==> src/rtl/slot_fifo_read_arbiter_if.sv <==
// Bundle between the read arbiter and its surroundings: the per-slot FIFOs,
// the shared FIFO memory read port and the requesting converter slots.
//
// Handshake: req[s] is a level request held by slot s until it sees done[s].
// A burst is granted only when the slot FIFO holds BURST_LEN bytes. Returned
// bytes are qualified by the one-hot data_valid; there is no back-pressure.
// mem_read/mem_slot form a strobe with fixed READ_LATENCY to mem_data.
//
// Modports:
//   master - used by the arbiter (drives strobes, returned data, flags)
//   slave  - used by the environment (drives requests, pointers, mem_data)
//
// fsm_state is a debug view of the arbiter FSM (0 = IDLE, 1 = BURST).
interface slot_fifo_read_arbiter_if #(
  parameter int NUM_SLOTS  = 4,
  parameter int ADDR_WIDTH = 11,
  parameter int BURST_LEN  = 4
);
  localparam int SLOT_W = (NUM_SLOTS > 1) ? $clog2(NUM_SLOTS) : 1;
  localparam int IDX_W  = (BURST_LEN > 1) ? $clog2(BURST_LEN) : 1;

  logic [NUM_SLOTS-1:0]            req;
  logic [NUM_SLOTS*ADDR_WIDTH-1:0] fifo_addr_in;
  logic [NUM_SLOTS*ADDR_WIDTH-1:0] fifo_addr_out;
  logic                            mem_read;
  logic [SLOT_W-1:0]               mem_slot;
  logic [7:0]                      mem_data;
  logic [7:0]                      rd_data;
  logic [NUM_SLOTS-1:0]            data_valid;
  logic [IDX_W-1:0]                byte_index;
  logic [NUM_SLOTS-1:0]            done;
  logic [NUM_SLOTS-1:0]            underrun;
  logic                            underrun_clear;
  logic                            fsm_state;

  modport master (
    input  req, fifo_addr_in, fifo_addr_out, mem_data, underrun_clear,
    output mem_read, mem_slot, rd_data, data_valid, byte_index, done,
           underrun, fsm_state
  );

  modport slave (
    output req, fifo_addr_in, fifo_addr_out, mem_data, underrun_clear,
    input  mem_read, mem_slot, rd_data, data_valid, byte_index, done,
           underrun, fsm_state
  );
endinterface

==> src/rtl/slot_fifo_read_arbiter.sv <==
// Round-robin arbiter sharing one FIFO-memory read port among NUM_SLOTS
// converter slots. A slot is granted a BURST_LEN-byte fetch only when its
// FIFO level (write pointer - read pointer, modulo 2^ADDR_WIDTH) covers the
// whole burst. Each returned byte is tagged with a one-hot owner and its
// position in the burst; done marks the last byte.
//
// Ports:
//   clk   - system clock, all logic on posedge
//   reset - synchronous, active-high; aborts any burst and flushes returns
//   bus   - slot_fifo_read_arbiter_if.master (req, FIFO pointers, memory
//           read strobe/slot/data, returned data, valid/index/done,
//           sticky underrun flags with clear, FSM debug state)
module slot_fifo_read_arbiter #(
  parameter int NUM_SLOTS    = 4,
  parameter int ADDR_WIDTH   = 11,
  parameter int BURST_LEN    = 4,
  parameter int READ_LATENCY = 2
) (
  input logic                      clk,
  input logic                      reset,
  slot_fifo_read_arbiter_if.master bus
);
  localparam int SLOT_W = (NUM_SLOTS > 1) ? $clog2(NUM_SLOTS) : 1;
  localparam int IDX_W  = (BURST_LEN > 1) ? $clog2(BURST_LEN) : 1;

  localparam logic [SLOT_W-1:0]     LAST_SLOT = SLOT_W'(NUM_SLOTS - 1);
  localparam logic [IDX_W-1:0]      LAST_IDX  = IDX_W'(BURST_LEN - 1);
  localparam logic [ADDR_WIDTH-1:0] MIN_LEVEL = ADDR_WIDTH'(BURST_LEN);
  localparam logic [SLOT_W:0]       NUM_EXT   = (SLOT_W + 1)'(NUM_SLOTS);

  typedef enum logic {
    IDLE  = 1'b0,
    BURST = 1'b1
  } state_t;

  state_t                state_q, state_d;
  logic [SLOT_W-1:0]     slot_q, slot_d;
  logic [SLOT_W-1:0]     rr_q, rr_d;
  logic [IDX_W-1:0]      cnt_q, cnt_d;
  logic [SLOT_W-1:0]     winner;
  logic                  found;
  logic [SLOT_W:0]       scan_idx;
  logic [NUM_SLOTS-1:0]  eligible;
  logic [NUM_SLOTS-1:0]  short_req;
  logic [NUM_SLOTS-1:0]  underrun_q;
  logic [NUM_SLOTS-1:0]  underrun_set;
  logic [ADDR_WIDTH-1:0] level [NUM_SLOTS];
  logic                  mem_read_w;

  // Return pipeline: one entry per cycle of read latency.
  logic [READ_LATENCY-1:0]             pipe_valid;
  logic [READ_LATENCY-1:0][SLOT_W-1:0] pipe_slot;
  logic [READ_LATENCY-1:0][IDX_W-1:0]  pipe_idx;

  // FIFO levels; the subtraction wraps naturally at ADDR_WIDTH bits.
  always_comb begin
    for (int s = 0; s < NUM_SLOTS; s++) begin
      level[s]     = bus.fifo_addr_in[s*ADDR_WIDTH +: ADDR_WIDTH]
                   - bus.fifo_addr_out[s*ADDR_WIDTH +: ADDR_WIDTH];
      eligible[s]  = bus.req[s] && (level[s] >= MIN_LEVEL);
      short_req[s] = bus.req[s] && (level[s] < MIN_LEVEL);
    end
  end

  // Round-robin scan starting at rr_q; the first eligible slot wins.
  // scan_idx carries one extra bit so the modulo fold works for any count.
  always_comb begin
    found    = 1'b0;
    winner   = '0;
    scan_idx = '0;
    for (int i = 0; i < NUM_SLOTS; i++) begin
      scan_idx = {1'b0, rr_q} + (SLOT_W + 1)'(i);
      if (scan_idx >= NUM_EXT) begin
        scan_idx = scan_idx - NUM_EXT;
      end
      if (!found && eligible[scan_idx[SLOT_W-1:0]]) begin
        found  = 1'b1;
        winner = scan_idx[SLOT_W-1:0];
      end
    end
  end

  // FSM next state and outputs. Levels and underruns are only looked at in
  // IDLE; a grant is never cut short by req dropping during BURST.
  always_comb begin
    state_d      = state_q;
    slot_d       = slot_q;
    cnt_d        = cnt_q;
    rr_d         = rr_q;
    underrun_set = '0;
    mem_read_w   = 1'b0;
    case (state_q)
      IDLE: begin
        underrun_set = short_req;
        if (found) begin
          state_d = BURST;
          slot_d  = winner;
          cnt_d   = '0;
        end
      end
      BURST: begin
        mem_read_w = 1'b1;
        if (cnt_q == LAST_IDX) begin
          state_d = IDLE;
          rr_d    = (slot_q == LAST_SLOT) ? '0 : slot_q + SLOT_W'(1);
        end else begin
          cnt_d = cnt_q + IDX_W'(1);
        end
      end
      default: begin
        state_d = IDLE;
      end
    endcase
  end

  always_ff @(posedge clk) begin
    if (reset) begin
      state_q    <= IDLE;
      slot_q     <= '0;
      cnt_q      <= '0;
      rr_q       <= '0;
      underrun_q <= '0;
    end else begin
      state_q    <= state_d;
      slot_q     <= slot_d;
      cnt_q      <= cnt_d;
      rr_q       <= rr_d;
      // A new underrun in the same cycle as a clear must survive.
      underrun_q <= (underrun_q & ~{NUM_SLOTS{bus.underrun_clear}}) | underrun_set;
    end
  end

  // Tag each issued read with its owner and byte position, delayed to line
  // up with mem_data. Reset drops everything in flight.
  always_ff @(posedge clk) begin
    if (reset) begin
      pipe_valid <= '0;
      pipe_slot  <= '0;
      pipe_idx   <= '0;
    end else begin
      pipe_valid[0] <= mem_read_w;
      pipe_slot[0]  <= slot_q;
      pipe_idx[0]   <= cnt_q;
      for (int i = 1; i < READ_LATENCY; i++) begin
        pipe_valid[i] <= pipe_valid[i-1];
        pipe_slot[i]  <= pipe_slot[i-1];
        pipe_idx[i]   <= pipe_idx[i-1];
      end
    end
  end

  always_comb begin
    bus.data_valid = '0;
    bus.done       = '0;
    bus.byte_index = '0;
    if (pipe_valid[READ_LATENCY-1]) begin
      bus.data_valid[pipe_slot[READ_LATENCY-1]] = 1'b1;
      bus.byte_index = pipe_idx[READ_LATENCY-1];
      if (pipe_idx[READ_LATENCY-1] == LAST_IDX) begin
        bus.done[pipe_slot[READ_LATENCY-1]] = 1'b1;
      end
    end
  end

  assign bus.mem_read  = mem_read_w;
  assign bus.mem_slot  = slot_q;
  assign bus.rd_data   = bus.mem_data;
  assign bus.underrun  = underrun_q;
  assign bus.fsm_state = state_q;
endmodule
==> src/flat_wrapper.sv <==
// flat-port wrapper written by rule: the top's interface ports become plain ports
module slot_fifo_read_arbiter_flat 
#(
  parameter int NUM_SLOTS    = 4,
  parameter int ADDR_WIDTH   = 11,
  parameter int BURST_LEN    = 4,
  parameter int READ_LATENCY = 2
)
  (clk, reset, bus_req, bus_fifo_addr_in, bus_fifo_addr_out, bus_mem_data, bus_underrun_clear, bus_mem_read, bus_mem_slot, bus_rd_data, bus_data_valid, bus_byte_index, bus_done, bus_underrun, bus_fsm_state);
  slot_fifo_read_arbiter_if #(.NUM_SLOTS(NUM_SLOTS), .ADDR_WIDTH(ADDR_WIDTH), .BURST_LEN(BURST_LEN)) bus_i ();
  input logic clk;
  input logic reset;
  input wire logic [$bits(bus_i.req)-1:0] bus_req;
  input wire logic [$bits(bus_i.fifo_addr_in)-1:0] bus_fifo_addr_in;
  input wire logic [$bits(bus_i.fifo_addr_out)-1:0] bus_fifo_addr_out;
  input wire logic [$bits(bus_i.mem_data)-1:0] bus_mem_data;
  input wire logic [$bits(bus_i.underrun_clear)-1:0] bus_underrun_clear;
  output wire logic [$bits(bus_i.mem_read)-1:0] bus_mem_read;
  output wire logic [$bits(bus_i.mem_slot)-1:0] bus_mem_slot;
  output wire logic [$bits(bus_i.rd_data)-1:0] bus_rd_data;
  output wire logic [$bits(bus_i.data_valid)-1:0] bus_data_valid;
  output wire logic [$bits(bus_i.byte_index)-1:0] bus_byte_index;
  output wire logic [$bits(bus_i.done)-1:0] bus_done;
  output wire logic [$bits(bus_i.underrun)-1:0] bus_underrun;
  output wire logic [$bits(bus_i.fsm_state)-1:0] bus_fsm_state;
  assign bus_i.req = bus_req;
  assign bus_i.fifo_addr_in = bus_fifo_addr_in;
  assign bus_i.fifo_addr_out = bus_fifo_addr_out;
  assign bus_i.mem_data = bus_mem_data;
  assign bus_i.underrun_clear = bus_underrun_clear;
  assign bus_mem_read = bus_i.mem_read;
  assign bus_mem_slot = bus_i.mem_slot;
  assign bus_rd_data = bus_i.rd_data;
  assign bus_data_valid = bus_i.data_valid;
  assign bus_byte_index = bus_i.byte_index;
  assign bus_done = bus_i.done;
  assign bus_underrun = bus_i.underrun;
  assign bus_fsm_state = bus_i.fsm_state;
  slot_fifo_read_arbiter #(.NUM_SLOTS(NUM_SLOTS), .ADDR_WIDTH(ADDR_WIDTH), .BURST_LEN(BURST_LEN), .READ_LATENCY(READ_LATENCY)) u_core (.clk(clk), .reset(reset), .bus(bus_i));
endmodule
==> config.mk <==
export PLATFORM = sky130hd
export DESIGN_NAME = slot_fifo_read_arbiter_flat
export DESIGN_NICKNAME = d
export VERILOG_FILES = /design/src/rtl/slot_fifo_read_arbiter_if.sv /design/src/rtl/slot_fifo_read_arbiter.sv /design/src/flat_wrapper.sv
export SDC_FILE = /design/constraint.sdc
export NUM_CORES = 1
export LEC_CHECK = 0
export ABC_AREA = 0
export BUFFER_PORTS_ARGS = -buffer_cell sky130_fd_sc_hd__clkbuf_2
export CELL_PAD_IN_SITES_DETAIL_PLACEMENT = 1
export CELL_PAD_IN_SITES_GLOBAL_PLACEMENT = 1
export CORE_MARGIN = 1
export CORE_UTILIZATION = 34
export DETAILED_ROUTE_END_ITERATION = 8
export GPL_TIMING_DRIVEN = 0
export HOLD_SLACK_MARGIN = 0.08
export MAX_ROUTING_LAYER = met4
export PLACE_DENSITY = 0.85
export SYNTH_ARGS = -nofsm -noshare
export SYNTH_HDL_FRONTEND = slang
export SYNTH_SLANG_ARGS = --single-unit
export TNS_END_PERCENT = 1
==> constraint.sdc <==
create_clock -name clk -period 3.7 [get_ports clk]
set_clock_uncertainty 0.2 [all_clocks]
set_input_delay 0.37 -clock clk [delete_from_list [all_inputs] [get_ports clk]]
set_output_delay 0.37 -clock clk [all_outputs]
set_load 0.03 [all_outputs]
---- Word level (Yosys, flattened, before mapping) ----
Cells that the tools add are included.
word-level totals
  register bits after elaboration ......... 21
  latch bits .............................. 0
  bits in writable memories ............... 0
  bits in read-only memories .............. 0
  input bits .............................. 103
  output and inout port bits .............. 26
  logic and storage cells ................. 103
  memories ................................ 0
operators by class
  add/subtract/negate cells ............... 13
  multipliers ............................. 0
  divide/modulo/power cells ............... 0
  magnitude comparators ................... 18
  equal/unequal tests ..................... 5
  shifts and indexed selects .............. 0
  mux-type cells .......................... 35
  bitwise gates (word level) .............. 4
  reduce and logical (&&, ||, !) cells .... 18
operator list
  operator                                                     number
  >= comparator 11 x 3 -> 1 bit, second input constant         4
  less-than comparator 11 x 3 -> 1 bit, second input constant  4
  subtractor 11 bit                                            4
  2-to-1 mux 2 bit                                             12
  2-to-1 mux 4 bit                                             4
  less-than comparator 2 x 3 -> 1 bit, second input constant   5
  logical AND 1 bit                                            12
  2-to-1 mux 1 bit                                             12
  >= comparator 3 bit, second input constant                   3
  binary-select mux 1 bit (select 2 bit)                       4
  subtractor 2 x 1 -> 2 bit, second input constant             4
  adder 2 x 2 -> 3 bit, second input constant                  2
  == test 2 bit, second input constant                         3
  AND reduction 2 bit                                          3
  adder 2 x 1 -> 2 bit, second input constant                  2
  AND 4 bit                                                    1
  NOT 4 bit                                                    1
  OR 4 bit                                                     1
  one-hot mux 2 bit (2 select lines)                           1
  adder 2 x 1 -> 3 bit, second input constant                  1
  >= comparator 2 x 3 -> 1 bit, second input constant          1
  logical NOT 1 bit                                            3
  demux 1 bit (select 2 bit)                                   1
  >= comparator 2 x 1 -> 1 bit, second input constant          1
  4 further kinds                                              4

---- Longest topological paths before layout ----
  word-level depth ........................ 17
  depth in mapped cells ................... 13
  depth with buffers taken out ............ 13

---- Worst setup path before layout ----
Ideal clock, no wire load.
  kind .................................... input-to-reg
  start point ............................. in bus_fifo_addr_out[4]
  end point ............................... reg u_core.slot_q[0], in the netlist u_core.bus.mem_slot[0]
  setup time .............................. 60 ps
  data arrival time ....................... 2858 ps
  setup slack ............................. 582 ps
  stages .................................. 12
  path buffers ............................ 1
  path through ............................ inv_1 -> ha_1 -> buf_4 -> a21o_4 -> a2111oi_1 -> a21oi_1 -> mux2i_1 -> or4_4 -> o31ai_4 -> inv_1 -> a311oi_1 -> a32o_1
on the way
  cells in the longest elaborated chain, start to end .. 16
  elaborated cells on any way between the ends .. 26
  classes of those cells .................. add/sub (1); order compare (1); mux (16); reduce/logical (8)
RTL lines
  element                                 RTL line                       RTL
  start, declared                         flat_wrapper.sv:15             input wire logic [$bits(bus_i.fifo_addr_out)-1:0] bus_fifo_addr_out;
  subtractor 11 bit *                     slot_fifo_read_arbiter.sv:59   - bus.fifo_addr_out[s*ADDR_WIDTH +: ADDR_WIDTH];
  >= comparator 11 x 3 -> 1 bit *         slot_fifo_read_arbiter.sv:60   eligible[s] = bus.req[s] && (level[s] >= MIN_LEVEL);
  logical AND 1 bit *                     slot_fifo_read_arbiter.sv:60
  binary-select mux 1 bit (select 2 bit)  slot_fifo_read_arbiter.sv:76   if (!found && eligible[scan_idx[SLOT_W-1:0]]) begin
  2-to-1 mux 1 bit (not written as such)  slot_fifo_read_arbiter.sv:76
  2-to-1 mux 1 bit                        slot_fifo_read_arbiter.sv:76
  logical NOT 1 bit                       slot_fifo_read_arbiter.sv:76
  logical AND 1 bit                       slot_fifo_read_arbiter.sv:76
  2-to-1 mux 1 bit                        slot_fifo_read_arbiter.sv:76
  logical NOT 1 bit                       slot_fifo_read_arbiter.sv:76
  logical AND 1 bit                       slot_fifo_read_arbiter.sv:76
  2-to-1 mux 1 bit                        slot_fifo_read_arbiter.sv:76
  logical NOT 1 bit                       slot_fifo_read_arbiter.sv:76
  logical AND 1 bit                       slot_fifo_read_arbiter.sv:76
  2-to-1 mux 1 bit                        slot_fifo_read_arbiter.sv:76
  AND reduction 2 bit (no line)           -
  end signal, assigned                    slot_fifo_read_arbiter.sv:125  slot_q <= slot_d;
  end, declared                           slot_fifo_read_arbiter.sv:37   logic [SLOT_W-1:0] slot_q, slot_d;
Every way passes the cells marked *; elsewhere a longest branch is shown, timed or not. The select of a mux whose other input is x is not followed.
A chain may end at the register's enable or synchronous reset.

---- Worst setup path in the final report ----
Same ends and word-level chain as after synthesis.

==> flow_metrics.py <==
metrics = {
    "outcome": {
        "status": "finished clean",
    },
    "die": {
        "num_rows": 33,
        "pin_count": 129,
        "die_h_microns": 95.82,
        "start_util": 0.3571,
        "die_area_sq_mm": 0.009181,
        "core_sq_mm": 0.008382,
        "die_w_microns": 95.82,
    },
    "critical_path": {
        "cp_data_required_time_ns": 3.70,
        "crit_path_frequent_cell": "inv_1",
        "rrSetupSlack_ns": 2.13,
        "arrival_ns": 3.26,
        "cp_slowest_stage_delay_ns": 0.55,
        "crit_chain": "clkbuf_2 > inv_1 > ha_1 > buf_4 > a21o_4 > a2111oi_1 > a21oi_1 > mux2i_1 > or4_4 > o31ai_4 > inv_1 > a311oi_1 > a32o_1",
        "cp-end-kind": "flip-flop",
        "cp_slowest_cell": "or4_4",
        "cp_max_fo": 8,
        "path_class": "in -> reg",
        "critPathLaunchType": "input port",
    },
    "yosys": {
        "syn_avg_cell_area_sq_um": 7.674,
        "yosysSeqAreaShare": 0.1405,
        "synthDistinctLibCells": 70,
        "synth-seq-cells": 21,
        "synth.net_count": 538,
        "synthesis.area_sq_mm": 0.002993,
        "synthTopCellsByArea": "ha_1 18%, dfxtp_1 14%, inv_1 6.4%",
        "synthCells": 390,
        "yosysMostFrequentCell": "inv_1",
        "ys_warn_count": 0,
        "async_flop_share": 0,
        "synthFlopType": "dfxtp_1",
        "yosysTopAreaCellShare": 0.1756,
        "synth_edf_count": 0,
        "synth_commonest_cells": "51 x inv_1, 42 x ha_1, 31 x nor2_1",
        "synth_top_cell_by_area": "ha_1",
    },
    "clock_tree": {
        "hold_buffers": 0,
        "cts_htree_levels": 1,
        "cts_tree": "done",
        "ctsResizeCount": 0,
        "cts_setup_buffers": 0,
        "path_clk_slew_ns": 0.08,
        "clk_latency_ns": 0.26,
        "root_buffer": "clkbuf_8",
        "cts_sinks": 21,
        "cts_made_buffers": 3,
        "clockBufferDepth": 2,
    },
    "pwr": {
        "irDropWorstVdd_mv": 0.09558,
        "p_leak_nw": 1.942,
        "cellPowerDensity_mw_per_mm2": 222.2,
    },
    "timing": {
        "fin_tns_setup_ns": 0,
        "setup_violations": 0,
        "hold_viol": 0,
        "drv_slew": 0,
        "finalCritPeriodShare": 0.8808,
        "min_period_ns": 3.259,
        "clock.fmax_ghz": 0.3068,
        "worst-slew-pin-transition_ns": 0.5052,
        "slew_headroom": 0.6632,
        "rsz0062_at_grt": "no",
    },
    "global_routing": {
        "grt_overflow_total": 0,
        "grt_pass1_wl_microns": 13640,
        "grt_pass1_vias": 3167,
        "antenna_found_initial": 0,
        "grt_max_degree": 13,
        "grt_use_total": 0.1872,
    },
    "routing": {
        "route.detailed.drc": 0,
        "vias_per_cell": 5.225,
        "drt-total-wl_microns": 8227,
        "ant_nets": 0,
        "vias": 3234,
        "wl_per_cell_microns": 13.29,
        "dr.first_iter.drc_count": 39,
        "dr.pass1.iters": 4,
    },
    "cells_and_area": {
        "layoutNonFillerInstCount": 619,
        "final_area_sq_mm": 0.003771,
        "n_antenna_cell": 0,
        "drive_above_1_share": 0.3016,
        "fin_nets": 663,
        "layout-area-overhead-vs-synth_pct": 26.00,
    },
    "placed_design": {
        "dp_hpwl_microns": 7173,
        "globalplace.congestion": 0.8823,
        "placed_cell_area_sq_mm": 0.003725,
        "dp_cells": 615,
        "io_buffer_count": 120,
    },
    "run": {
        "cap_violations": 0,
    },
    "min_path": {
        "hold_class": "in -> reg",
    },
}
-- report_power, final --
part | total [mW] | switching (mW) | internal (mW) | leakage, nW
Combinational | 0.444 | 0.244 | 0.201 | 1.75
Clock | 0.154 | 0.0785 | 0.0751 | 0.0255
Sequential | 0.240 | 0.00636 | 0.234 | 0.171
-- critical path: cells and delay by family --
kind | cells | cell delay [ns]
AO/OA/AOI/OAI | 6 | 1.56
AND/OR/NAND/NOR | 1 | 0.55
buffers and inverters | 4 | 0.37
adder cells (fa/ha/maj) | 1 | 0.28
multiplexers | 1 | 0.15
-- state kept, by name, summed over array words and instances, names as in the netlist --
signal	cells
u_core.bus.underrun	4
u_core.pipe_slot	4
u_core.bus.fsm_state	1
u_core.cnt_q	2
u_core.rr_q	2
u_core.bus.mem_slot	2
u_core.pipe_idx	4
u_core.pipe_valid	2
-- cell families (layout without fill, tap and decap cells) --
logic type / after synthesis / after routing / share of synthesized area
AND/OR/NAND/NOR: 131 / 131 / 0.2458
AO/OA/AOI/OAI: 110 / 110 / 0.2709
buffers and inverters: 66 / 190 / 0.09531
adder cells (fa/ha/maj): 45 / 45 / 0.1957
flip-flops: 21 / 21 / 0.1405
XOR/XNOR: 13 / 13 / 0.03804
multiplexers: 4 / 4 / 0.01380
-- final cells by class --
cell class / count / area, sq um
Fill cell: 1098 / 4611
Multi-Input combinational cell: 303 / 2287
Timing Repair Buffer: 120 / 600.6
Sequential cell: 21 / 420.4
Inverter: 52 / 195.2
Tap cell: 105 / 131.4
Buffer: 14 / 90.09
Clock buffer: 3 / 41.29
Clock inverter: 1 / 5.005
-- metal layers --
layer | track usage | routed length [microns] | vias to the layer above
met4 | 0.04229 | 120 | 0
li1 | - | - | 1648
met5 | - | 0 | -
met2 | 0.3423 | 4159 | 78
met3 | 0.02212 | 330 | 14
met1 | 0.2180 | 3617 | 1494
-- cell usage in the layout (no fill, tap or decap), types with 3 or more instances in the layout --
| master | n |
|---|---|
| inv_1 | 51 |
| a221oi_1 | 3 |
| nor2b_1 | 12 |
| clkbuf_8 | 3 |
| a311oi_1 | 3 |
| nand4_1 | 5 |
| nor3b_1 | 11 |
| and3b_1 | 3 |
| nor2_1 | 31 |
| dfxtp_1 | 21 |
| a21oi_1 | 28 |
| o2111ai_1 | 5 |
| a21o_1 | 8 |
| nand3_1 | 10 |
| nand2b_1 | 10 |
| nand2_1 | 19 |
| clkbuf_2 | 120 |
| nor3_1 | 7 |
| xnor2_1 | 8 |
| and3_1 | 5 |
| o21a_1 | 6 |
| o211ai_1 | 3 |
| xor2_1 | 5 |
| a211o_1 | 3 |
| ha_1 | 42 |
| o21ai_0 | 16 |
| buf_4 | 10 |
| fa_1 | 3 |
| clkbuf_1 | 4 |
| o2bb2ai_1 | 3 |
| a21o_2 | 3 |
| mux2i_1 | 3 |
-- final timing paths --
| kind | cells past startpoint | endpoint | from |
|---|---|---|---|
| max reg2reg | 4 | u_core.cnt_q[0]$_SDFFE_PP0P_ | u_core.bus.fsm_state$_SDFF_PP0_ |
| min reg2reg | 1 | u_core.pipe_idx[3]$_SDFF_PP0_ | u_core.pipe_idx[1]$_SDFF_PP0_ |
| min | 2 | u_core.pipe_idx[1]$_SDFF_PP0_ | reset |
| max | 13 | u_core.bus.mem_slot[0]$_SDFFE_PP0P_ | bus_fifo_addr_out[4] |
-- metrics by stage --
stage	utilization	power [mW]	hold WS, ns	setup slack (ns)
finish	0.4499	0.8381	0.1166	0.4410
floorplan	-	0.5567	0.2138	0.5820
global route	0.4499	0.9092	0.1033	0.3146
global placement	0.4444	0.6695	0.2179	0.3606
CTS	0.4499	0.8424	0.1060	0.4706
detailed placement	0.4444	0.6875	0.2319	0.2925
(Power assumes the default switching activity.)
